`src/rtl/ft_host_out_arbiter_if.sv`:
```
// Bundles shared by the outgoing host-path arbiter: one response requester
// port, and the FT245 outgoing host path.
interface ft_host_out_req_if;
  logic        req;
  logic [31:0] status;
  logic [31:0] address;
  logic [27:0] data_count;
  logic [31:0] data;
  logic        dvalid;
  logic        ack;
  logic        done;

  modport master (output req, status, address, data_count, data, dvalid,
                  input  ack, done);
  modport slave  (input  req, status, address, data_count, data, dvalid,
                  output ack, done);
endinterface

interface ft_host_out_oh_if;
  logic        oh_ready;
  logic        oh_en;
  logic [31:0] out_status;
  logic [31:0] out_address;
  logic [27:0] out_data_count;
  logic [31:0] out_data;

  modport master (input  oh_ready,
                  output oh_en, out_status, out_address, out_data_count, out_data);
  modport slave  (output oh_ready,
                  input  oh_en, out_status, out_address, out_data_count, out_data);
endinterface

```
`src/rtl/ft_host_out_arbiter.sv`:
```
// Round-robin arbiter sharing the FT245 outgoing host path between two
// response sources, with oh_en pulse handshake, retry and stall watchdog.
module ft_host_out_arbiter #(
  parameter int unsigned TIMEOUT = 1024
) (
  input  logic             clk,
  input  logic             rst_n,
  ft_host_out_req_if.slave r0_i,
  ft_host_out_req_if.slave r1_i,
  ft_host_out_oh_if.master oh_o,
  output logic [1:0]       gnt_o,
  output logic             err_o
);

  typedef enum logic [2:0] {
    S_IDLE,
    S_WAIT_RDY,
    S_ISSUED,
    S_CHECK,
    S_NEXT
  } state_t;

  localparam bit          WDOG_EN   = (TIMEOUT != 0);
  localparam logic [31:0] WDOG_LAST = 32'(TIMEOUT - 1);

  state_t      state_q, state_d;
  logic [1:0]  gnt_q, gnt_d;
  logic        last_gnt_q, last_gnt_d;
  logic        sel_q, sel_d;
  logic [27:0] remaining_q, remaining_d;
  logic [27:0] loaded_q, loaded_d;
  logic [31:0] wdog_q, wdog_d;
  logic        oh_en_q, oh_en_d;
  logic [31:0] out_status_q, out_status_d;
  logic [31:0] out_address_q, out_address_d;
  logic [27:0] out_count_q, out_count_d;
  logic [31:0] out_data_q, out_data_d;
  logic [1:0]  ack_q, ack_d;
  logic [1:0]  done_q, done_d;
  logic        err_q, err_d;

  logic [1:0]  req;
  logic [1:0]  dvalid;
  logic [31:0] status  [2];
  logic [31:0] address [2];
  logic [27:0] count   [2];
  logic [31:0] data    [2];

  assign req        = {r1_i.req, r0_i.req};
  assign dvalid     = {r1_i.dvalid, r0_i.dvalid};
  assign status[0]  = r0_i.status;
  assign status[1]  = r1_i.status;
  assign address[0] = r0_i.address;
  assign address[1] = r1_i.address;
  assign count[0]   = r0_i.data_count;
  assign count[1]   = r1_i.data_count;
  assign data[0]    = r0_i.data;
  assign data[1]    = r1_i.data;

  // On a tie the port that did not win last time is served.
  logic win;
  logic win_vld;
  always_comb begin
    win     = 1'b0;
    win_vld = 1'b0;
    if (req[0] && req[1]) begin
      win     = ~last_gnt_q;
      win_vld = 1'b1;
    end else if (req[0]) begin
      win     = 1'b0;
      win_vld = 1'b1;
    end else if (req[1]) begin
      win     = 1'b1;
      win_vld = 1'b1;
    end
  end

  always_comb begin
    state_d       = state_q;
    gnt_d         = gnt_q;
    last_gnt_d    = last_gnt_q;
    sel_d         = sel_q;
    remaining_d   = remaining_q;
    loaded_d      = loaded_q;
    wdog_d        = wdog_q;
    oh_en_d       = 1'b0;
    out_status_d  = out_status_q;
    out_address_d = out_address_q;
    out_count_d   = out_count_q;
    out_data_d    = out_data_q;
    ack_d         = 2'b00;
    done_d        = 2'b00;
    err_d         = 1'b0;

    case (state_q)
      S_IDLE: begin
        if (win_vld) begin
          sel_d         = win;
          gnt_d         = win ? 2'b10 : 2'b01;
          last_gnt_d    = win;
          out_status_d  = status[win];
          out_address_d = address[win];
          out_count_d   = count[win];
          wdog_d        = '0;
          if (status[win][7:0] == 8'hFD) begin
            remaining_d = count[win];
            loaded_d    = count[win];
          end else begin
            remaining_d = '0;
            loaded_d    = '0;
          end
          state_d = S_WAIT_RDY;
        end
      end
      S_WAIT_RDY: begin
        if (oh_o.oh_ready && dvalid[sel_q]) begin
          out_data_d = data[sel_q];
          oh_en_d    = 1'b1;
          state_d    = S_ISSUED;
        end else if (WDOG_EN && (remaining_q < loaded_q)) begin
          // Only stalls after the first beat count toward an abort.
          if (wdog_q == WDOG_LAST) begin
            err_d         = 1'b1;
            done_d[sel_q] = 1'b1;
            gnt_d         = 2'b00;
            state_d       = S_IDLE;
          end else begin
            wdog_d = wdog_q + 32'd1;
          end
        end
      end
      S_ISSUED: begin
        state_d = S_CHECK;
      end
      S_CHECK: begin
        // The host drops oh_ready once it has taken the beat; still high means retry.
        if (oh_o.oh_ready) begin
          state_d = S_WAIT_RDY;
        end else begin
          ack_d[sel_q] = 1'b1;
          wdog_d       = '0;
          if (remaining_q == '0) begin
            done_d[sel_q] = 1'b1;
            gnt_d         = 2'b00;
            state_d       = S_IDLE;
          end else begin
            remaining_d = remaining_q - 28'd1;
            state_d     = S_NEXT;
          end
        end
      end
      S_NEXT: begin
        state_d = S_WAIT_RDY;
      end
      default: begin
        state_d = S_IDLE;
      end
    endcase
  end

  always_ff @(posedge clk or negedge rst_n) begin
    if (!rst_n) begin
      state_q       <= S_IDLE;
      gnt_q         <= 2'b00;
      last_gnt_q    <= 1'b1;
      sel_q         <= 1'b0;
      remaining_q   <= '0;
      loaded_q      <= '0;
      wdog_q        <= '0;
      oh_en_q       <= 1'b0;
      out_status_q  <= '0;
      out_address_q <= '0;
      out_count_q   <= '0;
      out_data_q    <= '0;
      ack_q         <= 2'b00;
      done_q        <= 2'b00;
      err_q         <= 1'b0;
    end else begin
      state_q       <= state_d;
      gnt_q         <= gnt_d;
      last_gnt_q    <= last_gnt_d;
      sel_q         <= sel_d;
      remaining_q   <= remaining_d;
      loaded_q      <= loaded_d;
      wdog_q        <= wdog_d;
      oh_en_q       <= oh_en_d;
      out_status_q  <= out_status_d;
      out_address_q <= out_address_d;
      out_count_q   <= out_count_d;
      out_data_q    <= out_data_d;
      ack_q         <= ack_d;
      done_q        <= done_d;
      err_q         <= err_d;
    end
  end

  assign oh_o.oh_en          = oh_en_q;
  assign oh_o.out_status     = out_status_q;
  assign oh_o.out_address    = out_address_q;
  assign oh_o.out_data_count = out_count_q;
  assign oh_o.out_data       = out_data_q;
  assign r0_i.ack            = ack_q[0];
  assign r1_i.ack            = ack_q[1];
  assign r0_i.done           = done_q[0];
  assign r1_i.done           = done_q[1];
  assign gnt_o               = gnt_q;
  assign err_o               = err_q;

endmodule

```
`src/flat_wrapper.sv`:
```
// flat-port wrapper written by rule: the top's interface ports become plain ports
module ft_host_out_arbiter_flat 
#(
  parameter int unsigned TIMEOUT = 1024
)
  (clk, rst_n, gnt_o, err_o, r0_i_req, r0_i_status, r0_i_address, r0_i_data_count, r0_i_data, r0_i_dvalid, r0_i_ack, r0_i_done, r1_i_req, r1_i_status, r1_i_address, r1_i_data_count, r1_i_data, r1_i_dvalid, r1_i_ack, r1_i_done, oh_o_oh_ready, oh_o_oh_en, oh_o_out_status, oh_o_out_address, oh_o_out_data_count, oh_o_out_data);
  ft_host_out_req_if r0_i_i ();
  ft_host_out_req_if r1_i_i ();
  ft_host_out_oh_if oh_o_i ();
  input  logic clk;
  input  logic rst_n;
  output logic [1:0] gnt_o;
  output logic err_o;
  input wire logic [$bits(r0_i_i.req)-1:0] r0_i_req;
  input wire logic [$bits(r0_i_i.status)-1:0] r0_i_status;
  input wire logic [$bits(r0_i_i.address)-1:0] r0_i_address;
  input wire logic [$bits(r0_i_i.data_count)-1:0] r0_i_data_count;
  input wire logic [$bits(r0_i_i.data)-1:0] r0_i_data;
  input wire logic [$bits(r0_i_i.dvalid)-1:0] r0_i_dvalid;
  output wire logic [$bits(r0_i_i.ack)-1:0] r0_i_ack;
  output wire logic [$bits(r0_i_i.done)-1:0] r0_i_done;
  input wire logic [$bits(r1_i_i.req)-1:0] r1_i_req;
  input wire logic [$bits(r1_i_i.status)-1:0] r1_i_status;
  input wire logic [$bits(r1_i_i.address)-1:0] r1_i_address;
  input wire logic [$bits(r1_i_i.data_count)-1:0] r1_i_data_count;
  input wire logic [$bits(r1_i_i.data)-1:0] r1_i_data;
  input wire logic [$bits(r1_i_i.dvalid)-1:0] r1_i_dvalid;
  output wire logic [$bits(r1_i_i.ack)-1:0] r1_i_ack;
  output wire logic [$bits(r1_i_i.done)-1:0] r1_i_done;
  input wire logic [$bits(oh_o_i.oh_ready)-1:0] oh_o_oh_ready;
  output wire logic [$bits(oh_o_i.oh_en)-1:0] oh_o_oh_en;
  output wire logic [$bits(oh_o_i.out_status)-1:0] oh_o_out_status;
  output wire logic [$bits(oh_o_i.out_address)-1:0] oh_o_out_address;
  output wire logic [$bits(oh_o_i.out_data_count)-1:0] oh_o_out_data_count;
  output wire logic [$bits(oh_o_i.out_data)-1:0] oh_o_out_data;
  assign r0_i_i.req = r0_i_req;
  assign r0_i_i.status = r0_i_status;
  assign r0_i_i.address = r0_i_address;
  assign r0_i_i.data_count = r0_i_data_count;
  assign r0_i_i.data = r0_i_data;
  assign r0_i_i.dvalid = r0_i_dvalid;
  assign r0_i_ack = r0_i_i.ack;
  assign r0_i_done = r0_i_i.done;
  assign r1_i_i.req = r1_i_req;
  assign r1_i_i.status = r1_i_status;
  assign r1_i_i.address = r1_i_address;
  assign r1_i_i.data_count = r1_i_data_count;
  assign r1_i_i.data = r1_i_data;
  assign r1_i_i.dvalid = r1_i_dvalid;
  assign r1_i_ack = r1_i_i.ack;
  assign r1_i_done = r1_i_i.done;
  assign oh_o_i.oh_ready = oh_o_oh_ready;
  assign oh_o_oh_en = oh_o_i.oh_en;
  assign oh_o_out_status = oh_o_i.out_status;
  assign oh_o_out_address = oh_o_i.out_address;
  assign oh_o_out_data_count = oh_o_i.out_data_count;
  assign oh_o_out_data = oh_o_i.out_data;
  ft_host_out_arbiter #(.TIMEOUT(TIMEOUT)) u_core (.clk(clk), .rst_n(rst_n), .r0_i(r0_i_i), .r1_i(r1_i_i), .oh_o(oh_o_i), .gnt_o(gnt_o), .err_o(err_o));
endmodule
```
`config.mk`:
```
export PLATFORM = sky130hd
export DESIGN_NAME = ft_host_out_arbiter_flat
export DESIGN_NICKNAME = d
export VERILOG_FILES = /design/src/rtl/ft_host_out_arbiter_if.sv /design/src/rtl/ft_host_out_arbiter.sv /design/src/flat_wrapper.sv
export SDC_FILE = /design/constraint.sdc
export NUM_CORES = 1
export LEC_CHECK = 0
export BUFFER_PORTS_ARGS = -buffer_cell sky130_fd_sc_hd__buf_2
export CAP_MARGIN = 20
export CORE_AREA = 2 2 151 153
export CTS_BUF_LIST = sky130_fd_sc_hd__clkbuf_8
export DETAILED_ROUTE_END_ITERATION = 8
export DIE_AREA = 0 0 153 155
export PLACE_DENSITY_LB_ADDON = 0.25
export SLEW_MARGIN = 20
export SYNTH_ARGS = -nofsm -noshare
export SYNTH_HDL_FRONTEND = slang
export SYNTH_SLANG_ARGS = --single-unit
```
`constraint.sdc`:
```
create_clock -name clk -period 4.1 [get_ports clk]
set_clock_uncertainty 0.2 [all_clocks]
set_input_delay 0.205 -clock clk [delete_from_list [all_inputs] [get_ports clk]]
set_output_delay 0.205 -clock clk [all_outputs]
set_load 0.1 [all_outputs]
```
==> impl_results.md, run 1 <==
- Kind of critical path: flop to flop
- Top_reg_cell synth: dfrtp_1
- Post-route core utilization: between 70% and 80%
- Register bit total from synthesis: 225
- Crit-path cells: inv_1 -> ha_1 -> nor3b_1 -> nand4b_1 -> o41ai_2 -> and2_1 -> a21oi_2 -> buf_4 -> a22o_1
- CTS tree: done
- Met2 GRT Util: between 50% and 60%
- Post-Synthesis Cells: ~1200
- Post-synthesis mux area share: ~11%
- Final setup vio count: 0
- Final HPWL DP: 26.2 mm
- Minimum clock period: approximately 3.5 ns
- Met3 Track Usage GR: under 10%
- Max cap viols: 0
- Die H: around 160 um
- GPL Wtd Cong: 0.936
- GRT Overall Usage: between 30% and 40%
- Max Slew Vio Count: 0
- Worst slew pin tran: 1.04 ns
- Detailed Routing Iterations Pass 1: 6
- Max stage delay on crit path: roughly 0.65 ns
- Worst Path Max Fanout: 33
- CTS Root Cell: clkbuf_8
- Slowest CP cell: nor3b_1
- Cell with the most instances after synthesis: dfrtp_1
- Largest cells by area after synthesis: dfrtp_1, mux2i_1, o21ai_0, nand2_1, ha_1
- Synth warnings: 0
- Part of the cycle the worst path needs: 84.4%
- Adder-Cell Fraction of Synth Area: under 10%
- EDFF count, synth: 0
- Nets: between 2000 and 2500
- Top-area cell type share of the netlist area: about 48%
- Max clock buf depth: 3
- Post-synth cell types: 72
- Largest net degree at the start of global routing: 103
- Vias post-DR: around 13000
- Post_cts resized: 0
- GRT overflow: 0
- Core area: about 22000 um^2
- Later-pin clock latency in the skew report: around 0.55 ns
- Max Clk Rate: approximately 290 MHz
- Cells after DPL: between 1500 and 2000
- Synth top cells by count: dfrtp_1, nand2_1, o21ai_0
- DRC viols: 0
- Worst hold path class: input port to flop
- Startpoint Class: flop
- Top Usage Layer GRT: met2
- Critical Path Sink Type: flop
- Initial antenna violation count: 7
- Starting Density: between 50% and 60%
- Die ar.: roughly 24000 um^2
- Compound-Gate Fraction of Synth Area: ~18%
- Port-buffer cells: approximately 390
- Clk slew on worst S/H paths: about 0.060 ns
- Drt first-iter violations: 1173
- Row count: 55
- Xor and xnor area share after synthesis: less than 1%
- H-tree depth: 2
- Routed len/inst: ~21 um
- Hold Slack: approximately 0.02 ns
- Non-Filler Instances: ~2200
- Number of routed nets with antenna violations: 0
- Die Width: about 150 um
- CTS buffer count: 39
- Via density: approximately 6
- Setup_tns: 0 ns
- Vias in the first global route: about 13000
- Status: complete, no violations
- Ports: 387
- Simple-Gate Fraction of Synth Area: 16.2%
- Avg Inst Size Synth: 9.64 um^2
- Crit path DAT: approximately 3.7 ns
- Clock sink total: 225
- Share of layout cells above drive strength 1: about a quarter
- Req. time, crit path: about 4.3 ns
- GR Util met1: 45.7%
- Largest family of logic cells by synthesized area: compound AO/OA/AOI/OAI gates
- Hold Fails Final Rpt: 0
- First-pass GRT wire length: 69.4 mm
- Post-synth ARST share: 100%
- Unrepaired setup endpoints after global routing: false
- Yosys top cell by area: dfrtp_1
- Area growth syn-to-layout: 47.6%
- Total Routed Length: around 45 mm
- Synthesized cell area: about 12000 um^2
- Syn nets: approximately 1500
- Sequential area share after synthesis: roughly half
- Slew HR: 30.3%
## routing by layer
metal  vias to the layer above  routed length [um]  share of wire [%]
met2                       733               21500                 48
met5                         -                   0                  0
met3                       206                3410                7.6
li1                       5645                   -                  -
met1                      6068               17200                 38
met4                         0                2650                5.9
## final timing paths
kind | startpoint | end | slack, ns | depth (start not counted)
worst max-delay path | u_core.remaining_q[0]$_DFFE_PN0P_ | u_core.remaining_q[21]$_DFFE_PN0P_ | 0.64 | 9
worst min register to register | u_core.oh_o.out_data_count[12]$_DFFE_PN0P_ | u_core.oh_o.out_data_count[12]$_DFFE_PN0P_ | 0.27 | 1
max in group asynchronous | rst_n | u_core.oh_o.out_data[5]$_DFFE_PN0P_ | 2.68 | 3
worst min-delay path | r0_i_data_count[6] | u_core.loaded_q[6]$_DFFE_PN0P_ | 0.02 | 3
worst max register to register | u_core.remaining_q[0]$_DFFE_PN0P_ | u_core.remaining_q[21]$_DFFE_PN0P_ | 0.64 | 9
min in group asynchronous | rst_n | u_core.oh_o.out_data_count[14]$_DFFE_PN0P_ | 0.07 | 2
## critical path: cells and delay by family (launching register included)
family | cells | cell delay, ns
AOI/OAI and AO/OA | 3 | 0.88
DFF | 1 | 0.40
and+or+nand+nor | 3 | 1.27
buffers and inverters | 2 | 0.41
adders and majority gates | 1 | 0.19
## cell type report
cell class,count,area [um^2]
Multi-Input combinational cell,873,5640
Sequential cell,225,5630
Fill cell,1389,4970
Timing Repair Buffer,657,4630
Clock buffer,48,661
Tap cell,285,357
Clock inverter,23,171
Inverter,38,143
Antenna cell,8,20.0
## sequential cells by signal, indices dropped and copies added, names as in the netlist
signal	flops
u_core.oh_o.out_data_count	28
u_core.remaining_q	28
u_core.ack_q	2
u_core.state_q	3
u_core.oh_o.out_data	32
u_core.oh_o.out_status	32
u_core.sel_q	1
u_core.oh_o.oh_en	1
u_core.done_q	2
u_core.oh_o.out_address	32
u_core.last_gnt_q	1
u_core.wdog_q	32
u_core.err_o	1
u_core.loaded_q	28
u_core.gnt_o	2
## per-stage QoR
stage	setup slack, ns	cell area (um^2)
2_1_floorplan	1.45	11700
3_3_place_gp	0.927	13900
3_5_place_dp	0.762	13900
4_1_cts	0.736	17200
5_1_grt	0.413	17300
6_report	0.641	17300
## timing repair
| action | CTS | global route |
|---|---|---|
| setup buffers | 0 | 0 |
| hold endpoints to repair | 265 | 0 |
| hold buffers | 252 | 0 |
## cells in the final DEF (no fill, tap or decap), types with 4 or more instances in the layout
cell type,Yosys,layout
a31oi_1,6,6
inv_1,36,51
or3_1,4,4
nor3_1,23,23
a211o_1,4,4
o21ai_0,156,156
dfrtp_1,224,223
o22ai_1,11,11
ha_1,29,29
a21oi_1,16,15
nand4_1,14,14
and3_1,9,9
a21o_1,31,31
a221o_1,15,15
a22o_1,23,23
buf_2,13,385
clkbuf_8,0,48
or4_1,6,5
nor2_1,58,58
nor4_1,18,17
and2_1,8,8
and4_1,5,5
o21ai_1,8,8
buf_4,0,17
a211oi_1,6,6
nand2_1,190,189
o32ai_1,7,7
diode_2,0,8
clkinv_2,0,5
o31ai_1,11,11
nand3_1,24,24
dlygate4sd3_1,0,252
or2_2,5,5
mux2i_1,125,125
## cells by family after synthesis
logic type / after synthesis
fa+ha+maj: 29
buf+inv: 114
simple gates: 395
flops: 225
mux: 127
compound gates: 320
xor+xnor: 2
Power of run 1 is not shown: default switching activity piles up to over one toggle a cycle in this logic, so the estimate is an artifact.
==> run 2, diff against run 1 <==
Settings changed: CORE_AREA 2 2 151 153 to 2 2 152 154, DIE_AREA 0 0 153 155 to 0 0 154 156.
Clock period 4.1 ns to 3.5 ns, I/O delays scaled along.
==> run 2 against run 1 <==
  * Sequential share of layout area down 0.085 points
  * Hold slack better by 0.0035 ns
  * Count of clock-buffer cells in the layout up 4
  * Via count up 1.2%
  * Core utilization down 0.28 points
  * Critical endpoint is now u_core.wdog_q[28]$_DFFE_PN0P_
==> impl_results.md, run 2 (same netlist as run 1, synthesis figures left out) <==
- CTS tree: done (unchanged)
- Row count: 55 (unchanged)
- Vias post-DR: 12800 (was 12700)
- Most common cell after layout, fill and taps aside: buf_2 (unchanged)
- Later-pin clock latency in the skew report: 0.53 ns (was 0.55 ns)
- Clk slew on worst S/H paths: 0.06 ns (about the same)
- Worst Path Max Fanout: 27 (was 33)
- Hold Fails Final Rpt: 0 (unchanged)
- Routed len/inst: 20.7 um (was 20.8 um)
- GRT Overall Usage: 37.1% (was 36.7%)
- Status: complete, no violations (unchanged)
- Nets: 2125 (was 2118)
- Core area: 22400 um^2 (was 22200 um^2)
- Largest net degree at the start of global routing: 85 (was 103)
- Max Clk Rate: 312 MHz (was 289 MHz)
- Initial antenna violation count: 9 (was 7)
- Max stage delay on crit path: 0.65 ns (about the same)
- GRT overflow: 0 (unchanged)
- Crit-path leading delay family: compound AO/OA/AOI/OAI gates (was simple AND/OR/NAND/NOR gates)
- Bufs and invs on worst path: 0 (was 2)
- Ports: 387 (unchanged)
- Number of routed nets with antenna violations: 0 (unchanged)
- Die ar.: 24000 um^2 (was 23700 um^2)
- DRC viols: 0 (unchanged)
- Crit-path cells: ha_1 -> nand3_1 -> nor4_1 -> and4bb_1 -> nor3_1 -> a41o_1 -> o21ai_4 -> a221o_1 (was inv_1 -> ha_1 -> nor3b_1 -> nand4b_1 -> o41ai_2 -> and2_1 -> a21oi_2 -> buf_4 -> a22o_1)
- Hold Slack: 0.0233 ns (was 0.0199 ns)
- H-tree depth: 2 (unchanged)
- Max clock buf depth: 3 (unchanged)
- Die H: 156 um (was 155 um)
- Req. time, crit path: 3.77 ns (was 4.31 ns)
- Die Width: 154 um (was 153 um)
- Via density: 5.92 (was 5.87)
- Port-buffer cells: 386 (unchanged)
- Critical Path Sink Type: flop (unchanged)
- Max Slew Vio Count: 0 (unchanged)
- Slew HR: 30.2% (was 30.3%)
- Slowest CP cell: o21ai_4 (was nor3b_1)
- GPL Wtd Cong: 0.916 (was 0.936)
- Post-route core utilization: 77.4% (was 77.6%)
- Share of layout cells above drive strength 1: 26.9% (was 26.4%)
- Total Routed Length: 44.9 mm (was 44.8 mm)
- Area growth syn-to-layout: 48.0% (was 47.6%)
- Crit path DAT: 3.47 ns (was 3.67 ns)
- Postcts setup bufs: 0 (unchanged)
- Most frequent cells in the layout: buf_2, dlygate4sd3_1, dfrtp_1 (unchanged)
- Clock sink total: 225 (unchanged)
- Final setup vio count: 0 (unchanged)
- CTS Root Cell: clkbuf_8 (unchanged)
- Startpoint Class: flop (unchanged)
- First-pass GRT wire length: 70.3 mm (was 69.4 mm)
- Final HPWL DP: 26.1 mm (was 26.2 mm)
- Worst slew pin tran: 1.04 ns (about the same)
- CTS buffer count: 40 (was 39)
- Worst hold path class: input port to flop (unchanged)
- Setup_tns: 0 ns (unchanged)
- Part of the cycle the worst path needs: 91.7% (was 84.4%)
- Starting Density: 52.3% (was 52.6%)
- Minimum clock period: 3.21 ns (was 3.46 ns)
- Max cap viols: 0 (unchanged)
- Unrepaired setup endpoints after global routing: false (unchanged)
- Drt first-iter violations: 1402 (was 1173)
- Kind of critical path: flop to flop (unchanged)
- Vias in the first global route: 13000 (was 12800)
- Detailed Routing Iterations Pass 1: 6 (unchanged)
## run 2: cell types whose count changed in the layout (fill, tap and decap cells not counted)
cell,before,now
bufinv_16,3,1
clkbuf_8,48,52
buf_12,2,3
diode_2,8,9
clkinv_2,5,6
inv_1,51,47
buf_4,17,22
## run 2: final timing paths
path                                                            start                                         end  slack (ns)  cells after the start
max                                      u_core.wdog_q[0]$_DFFE_PN0P_               u_core.wdog_q[28]$_DFFE_PN0P_        0.29                      8
min in group asynchronous                                       rst_n  u_core.oh_o.out_data_count[16]$_DFFE_PN0P_        0.03                      2
min reg2reg                u_core.oh_o.out_data_count[12]$_DFFE_PN0P_  u_core.oh_o.out_data_count[12]$_DFFE_PN0P_        0.27                      1
max reg2reg                              u_core.wdog_q[0]$_DFFE_PN0P_               u_core.wdog_q[28]$_DFFE_PN0P_        0.29                      8
min                                                r1_i_data_count[1]              u_core.loaded_q[1]$_DFFE_PN0P_        0.02                      3
max in group asynchronous                                       rst_n               u_core.last_gnt_q$_DFFE_PN1P_        2.16                      3
## run 2: cell type report
type                       count  area (um^2)
tap                          285          357
antenna                        9         22.5
fill                        1377         5060
clock buffer                  52          716
multi-input combinational    873         5640
clock inverter                18          101
timing repair buffer         663         4690
inverter                      38          143
sequential                   225         5630
## run 2: stage by stage
| stage | instances | instance area, um^2 | worst slack (ns) |
|---|---|---|---|
| final | 2163 | 17300 | 0.292 |
| after global placement | 1832 | 13900 | 0.466 |
| after CTS | 2154 | 17300 | 0.336 |
| after floorplan | 1212 | 11700 | 0.848 |
| after global routing | 2162 | 17300 | 0.161 |
| after detailed placement | 1832 | 13900 | 0.351 |
## run 2: worst reg2reg max path: stages, from the launching register on
cell and delay, ns:
dfrtp_1 0.41, ha_1 0.21, nand3_1 0.12, nor4_1 0.45
and4bb_1 0.37, nor3_1 0.10, a41o_1 0.34, o21ai_4 0.65
a221o_1 0.29
## run 2: routing by layer
layer | track usage, % | vias up | wire, um | part of all wire, %
met5 | 0 | - | 14 | 0.031
met2 | 60.7 | 755 | 21500 | 48
met4 | 20.4 | 2 | 2620 | 5.8
met3 | 12.5 | 239 | 4180 | 9.3
li1 | - | 5658 | - | -
met1 | 43.2 | 6148 | 16600 | 37
## run 2: timing repair
action                    in CTS  in global routing
hold buffers                 252                  0
gates resized for setup        0                  0
hold endpoints to repair     337                  0
Power of run 2 is left out for the same reason.
